`src/rtl/parameter_ram.sv`:
```
// parameter_ram: 32 x 32-bit flip-flop parameter store with masked write port,
// registered read port and a flat image of the whole array for parallel readers.
// Optional build macro PARAMETER_RAM_WRITE_BYPASS_EN selects write-first reads on a
// same-address read/write collision; the default build is read-first.
module parameter_ram #(
  parameter int unsigned DATA_WIDTH = 32,
  parameter int unsigned ADDR_WIDTH = 5
) (
  input  logic                                      clk,
  input  logic                                      rst,
  input  logic [DATA_WIDTH-1:0]                     wdata_in,
  input  logic [ADDR_WIDTH-1:0]                     wadd_in,
  input  logic [DATA_WIDTH-1:0]                     wmask_in,
  input  logic                                      wval_in,
  input  logic                                      wen_in,
  output logic [DATA_WIDTH-1:0]                     rdata_out,
  input  logic [ADDR_WIDTH-1:0]                     radd_in,
  output logic                                      rval_out,
  input  logic                                      ren_in,
  output logic [DATA_WIDTH*(2**ADDR_WIDTH)-1:0]     ram_data_out
);

  localparam int unsigned Depth = 2 ** ADDR_WIDTH;

  logic [DATA_WIDTH-1:0] mem_q [Depth];
  logic [DATA_WIDTH-1:0] mem_d [Depth];
  logic [DATA_WIDTH-1:0] rdata_q, rdata_d;
  logic                  rval_q, rval_d;
  logic                  wr_accept;
  logic [DATA_WIDTH-1:0] wr_merged;

  // Write qualification and bit-masked merge with the current word contents.
  always_comb begin
    wr_accept = wen_in & wval_in;
    wr_merged = (mem_q[wadd_in] & ~wmask_in) | (wdata_in & wmask_in);
  end

  // Next-state storage: only the addressed word takes the merged value.
  always_comb begin
    for (int i = 0; i < Depth; i++) begin
      mem_d[i] = mem_q[i];
      if (wr_accept && (wadd_in == ADDR_WIDTH'(i))) begin
        mem_d[i] = wr_merged;
      end
    end
  end

  // Read port next state; rdata holds its value when no read is requested.
  always_comb begin
    rval_d  = ren_in;
    rdata_d = rdata_q;
    if (ren_in) begin
`ifdef PARAMETER_RAM_WRITE_BYPASS_EN
      // Write-first: mem_d already carries any same-cycle merged write.
      rdata_d = mem_d[radd_in];
`else
      // Read-first: return contents as they were before this edge.
      rdata_d = mem_q[radd_in];
`endif
    end
  end

  // State registers with asynchronous active-low clear.
  always_ff @(posedge clk or negedge rst) begin
    if (!rst) begin
      for (int i = 0; i < Depth; i++) begin
        mem_q[i] <= '0;
      end
      rdata_q <= '0;
      rval_q  <= 1'b0;
    end else begin
      for (int i = 0; i < Depth; i++) begin
        mem_q[i] <= mem_d[i];
      end
      rdata_q <= rdata_d;
      rval_q  <= rval_d;
    end
  end

  // Flat image straight from the storage flops, word i at bits [32*i +: 32].
  always_comb begin
    ram_data_out = '0;
    for (int i = 0; i < Depth; i++) begin
      ram_data_out[i*DATA_WIDTH +: DATA_WIDTH] = mem_q[i];
    end
  end

  assign rdata_out = rdata_q;
  assign rval_out  = rval_q;

endmodule

```
`config.mk`:
```
export PLATFORM = sky130hd
export DESIGN_NAME = parameter_ram
export DESIGN_NICKNAME = d
export VERILOG_FILES = /design/src/rtl/parameter_ram.sv
export SDC_FILE = /design/constraint.sdc
export NUM_CORES = 2
export LEC_CHECK = 0
export BUFFER_PORTS_ARGS = -buffer_cell sky130_fd_sc_hd__clkbuf_2
export CAP_MARGIN = 25
export CORE_AREA = 2 2 440 442
export DETAILED_ROUTE_END_ITERATION = 10
export DIE_AREA = 0 0 442 444
export PLACE_DENSITY_LB_ADDON = 0.05
export SYNTH_ARGS = -nofsm -noshare
export SYNTH_HDL_FRONTEND = slang
export SYNTH_SLANG_ARGS = --single-unit
```
`constraint.sdc`:
```
create_clock -name clk -period 2.4 [get_ports clk]
set_clock_uncertainty 0.15 [all_clocks]
set_input_delay 0.24 -clock clk [delete_from_list [all_inputs] [get_ports clk]]
set_output_delay 0.24 -clock clk [all_outputs]
set_load 0.01 [all_outputs]
```
# Word-level counts from Yosys, hierarchy flattened
# Cells that the tools add are included.
# W data, S select, Z words.
# totals
reg_bits	1057
inputBits	79
output_inout_bits	1057
wordCells	113
# classes
magnitude_cmp	2
n_eq_ne	31
mux	6
n_bitwise	7
reduce_logical	33
# op_table
cell	count
$bmux W32 S5	2
$mux W32	4
$eq A5 B5 Y1 const B	16
$and A32 B32 Y32	2
$eq A5 B4 Y1 const B	8
$logic_and A1 B1 Y1	32
$not A32 Y32	1
$or A32 B32 Y32	1
$eq A5 B3 Y1 const B	4
$ge A6 B6 Y1 const B	2
$not A5 Y6	2
$eq A5 B2 Y1 const B	2
$eq A5 B1 Y1 const B	1
$logic_not A5 Y1	1
$and A1 B1 Y1	1

# Longest topological paths before layout
# logic_depth
depth_word	6
depth_mapped	11
ltp_nobuf	5

# Least setup slack after synthesis
# Ideal clock, no wire load.
# synth_path
kind	input port to flip-flop
start	in wadd_in[2]
end	reg mem_q, in the netlist ram_data_out[1011]
arrival_ns	2.080
t_required_ns	2.117
path_slack_ns	0.037
cell_stages	9
n_path_buf	4
cell_sequence	buf_2 > buf_6 > clkbuf_1 > mux2_2 > a222oi_1 > nand4_1 > nand3_1 > clkbuf_1 > o21ai_0
# synth_via
elab_chain_len	6
# synth_lines
item	line_no	text
start: declaration	12	input logic [ADDR_WIDTH-1:0] wadd_in,
$not A5 Y6 (not written as such)	35	wr_merged = (mem_q[wadd_in] & ~wmask_in) | (wdata_in & wmask_in);
$bmux W32 S5	35	
$mux W32 (not written as such) (2 in a row)	35	
$and A32 B32 Y32	35	
$or A32 B32 Y32	35	
end signal: indexed assignment	73	mem_q[i] <= mem_d[i];
end: declaration	25	logic [DATA_WIDTH-1:0] mem_q [Depth];
# Parallel ways exist; a longest one is shown, timed or not. The select of a mux whose other input is x is not followed.
# A chain may end at the register's enable or synchronous reset.

# Worst setup path in the final report
# layout_path
start	reg mem_q, in the netlist ram_data_out[214]
end	reg mem_q, in the netlist ram_data_out[566]
# layout_via
elab_chain_len	5
# layout_lines
item	line_no
$bmux W32 S5	35
$mux W32 (not written as such) (2 in a row)	35
$and A32 B32 Y32	35
$or A32 B32 Y32	35
# Every way passes these cells. The select of a mux whose other input is x is not followed.

==> flow_summary.yaml <==
timing:
  slew_viol_final: 0
  min_period_ps: 2610
  setup_ws_ps: -210
  relSlewSlack_pct: 53.3
  fmax_mhz: 383
  fin_hold_ws_ps: 54.9
  rsz0062_at_grt: "true"
  setup_violations: 80
  worst_pin_slew_ps: 696
  hold_violations: 0
  finalSetupTns_ps: -8430
  fin_crit_sh_pct: 109
floorplan:
  placementRows: 161
  die_h_um: 444
  die_w_um: 442
  core_region_area_um2: 192000
  ios: 1136
  start_util_pct: 27.9
  dieArea_um2: 196000
global_route:
  gr-usage-met1_pct: 45.0
  grt_max_degree: 108
  use_met3_pct: 5.58
  grt-ovfl-total: 0
  antenna_found_initial: 23
  grt_pass1_wl_um: 423000
  grtUsageTotal_pct: 31.0
  grtUsageMet2_pct: 44.4
  grt_pass1_vias: 47200
  top_usage_layer: "met1"
pwr:
  power.internal_mw: 39.3
  netSwitchingPower_mw: 20.5
  seq_power_share_pct: 37.8
  peakVddDrop_mv: 0.440
  p_leak_nw: 35.3
  combPwrFrac_pct: 26.7
  pwr_density_cell_nw_per_um2: 800
  clkPwrFrac_pct: 35.4
  p_sw_share_pct: 34.3
route:
  finalWirelength_um: 314000
  drc: 0
  vias: 50000
  ant_nets: 0
  drt_iter0_drc: 4911
  wl_per_cell_um: 34.0
  detail_route.first_pass.iterations: 6
  via_per_inst: 5.40
worst_setup_path:
  worstPathRequired_ps: 2910
  worst-setup-path-type: "flip-flop to flip-flop"
  path_max_fanout: 5
  r2r_start: "ram_data_out[214]"
  r2r_setup_slack_ps: -210
  cpMaxStageDelayCell: "a222oi_1"
  arrival_ps: 3120
  r2r_end: "ram_data_out[566]"
  critical-path-max-stage-delay_ps: 620
  endpoint_kind: "flip-flop"
  crit_chain: "mux2_4, a222oi_1, nand4_1, nand3_4, buf_12, clkbuf_16, o21ai_2"
  r2r_cells: 7
  start_kind: "flip-flop"
synthesis:
  synth_top_area_share_pct: 49.5
  synth-main-ff-cell: "dfrtp_1"
  netlist_top_cells_count: "nand2_1, dfrtp_1, o21ai_0, clkbuf_1, mux4_2"
  syn_area_um2: 53400
  yosysUniqueCellTypes: 46
  synth_most_common_cell: "nand2_1"
  yosysTopAreaCell: "dfrtp_1"
  synth_seq_cells: 1057
  syn-num-nets: 5005
  postSynthAreaPerCell_um2: 10.8
  netlist_instances: 4926
  synthTopCellsByArea: "dfrtp_1, mux4_2, o21ai_0, nand2_1, mux2_2"
  seq_area_frac_synth_pct: 49.5
  async_reset_ff_share_pct: 100
  synth_edf_count: 0
  yosys_warnings: 0
clocking:
  cts.path.max_buffers: 3
  cts_tree: "built"
  path_clk_slew_ps: 60
  clkSinkCount: 1057
  clk_latency_ps: 800
  cts-buffers-inserted: 139
  htreeDepth: 4
  clockRootBuffer: "clkbuf_16"
run_status:
  status: "complete, but fails checks"
  violations: "negative setup slack"
worst_hold_path:
  hold_path_end: "ram_data_out[605]"
  hold_start: "wdata_in[29]"
  hold_path_depth: 5
  worstHoldPathType: "primary input to flip-flop"
final_layout:
  fin_nets: 6703
  final_cell_area_um2: 74700
  drive_above_1_share_pct: 45.7
  area_growth_pct: 39.8
placed_design:
  place_congestion: 0.968
  postPlaceCellArea_um2: 68600
  portBuffers: 1135
  hpwl_um: 244000
run:
  maxCapViolCount: 0
worst max path at each step:
stage | start | to | slack, ps | cells past startpoint
6_report | ram_data_out[214] | ram_data_out[566] | -210 | 7
5_1_grt | ram_data_out[214] | ram_data_out[566] | -260 | 7
4_1_cts | ram_data_out[214] | ram_data_out[470] | -140 | 7
3_5_place_dp | wadd_in[2] | ram_data_out[342] | -970 | 10
3_3_place_gp | wadd_in[2] | ram_data_out[325] | -930 | 10
2_1_floorplan | wadd_in[2] | ram_data_out[1011] | 40 | 9
flip-flops by register name (all words and copies together), names as in the netlist:
register	flops
ram_data_out	1024
rdata_out	32
rval_out	1
metrics by stage:
stage	setup WS, ps	utilization [%]	cells	power [mW]
after floorplan	36.5	-	4926	28.5
after global placement	-935	35.8	8941	38.1
after detailed placement	-972	35.8	8942	38.2
after CTS	-141	38.5	9227	59.8
after global routing	-258	39.0	9255	62.0
final	-210	39.0	9258	59.8
power groups by stage:
stage          logic [mW]  registers, mW  clock network, mW
5_1_grt              16.8           22.9               22.3
2_1_floorplan        5.15           23.4                  0
6_report             16.0           22.6               21.2
4_1_cts              15.6           22.5               21.7
3_5_place_dp         15.3           22.8                  0
3_3_place_gp         15.3           22.8                  0
kinds of logic after synthesis:
| kind of cell | Yosys count | share of synthesized area [%] |
|---|---|---|
| DFF | 1057 | 49.5 |
| AOI/OAI and AO/OA | 1322 | 13.7 |
| and+or+nand+nor | 1371 | 10.6 |
| muxes | 673 | 22.3 |
| buffers and inverters | 503 | 3.91 |
critical path, delay by kind of cell, from the launching register on:
kind / cells / cell delay (ps)
and+or+nand+nor: 2 / 680
buffers and inverters: 2 / 330
DFF: 1 / 380
muxes: 1 / 260
AOI/OAI and AO/OA: 2 / 670
timing repair:
action	4_1_cts	5_1_grt
pin swaps	12	103
setup buffers	9	15
gates cloned	4	11
endpoints found under the hold margin	1666	13
gates resized for setup	64	236
setup endpoints to repair	145	508
hold buffers	29	1
layout make-up:
class	count	area, um^2
Sequential cell	1057	26500
Tap cell	2526	3160
Antenna cell	5	12.5
Timing Repair Buffer	2058	15000
Clock buffer	215	4220
Fill cell	19100	117000
Inverter	2	7.51
Clock inverter	29	287
Multi-Input combinational cell	3366	25600
cells in the final DEF, fill, tap and decap left out, drive strengths merged, types with 32 or more instances in the layout:
cell    synthesis  final
mux2          282    282
nand2b         66     66
dfrtp        1057   1057
clkbuf        410   1352
nand2        1096   1096
o21ai         992    992
nor2           44     44
mux4          384    384
nand3          65     65
a221oi         32     32
buf            91    891
a22oi          65     65
a211oi         32     32
o22ai         129    129
nor4           33     33
metal layers:
metal / part of all wire (%) / vias to the layer above
met1: 46 / 26100
li1: - / 21500
met2: 42 / 2020
met5: 0.017 / -
met3: 6.4 / 429
met4: 5.9 / 8
Note: power is estimated with default switching activity, not from simulation.
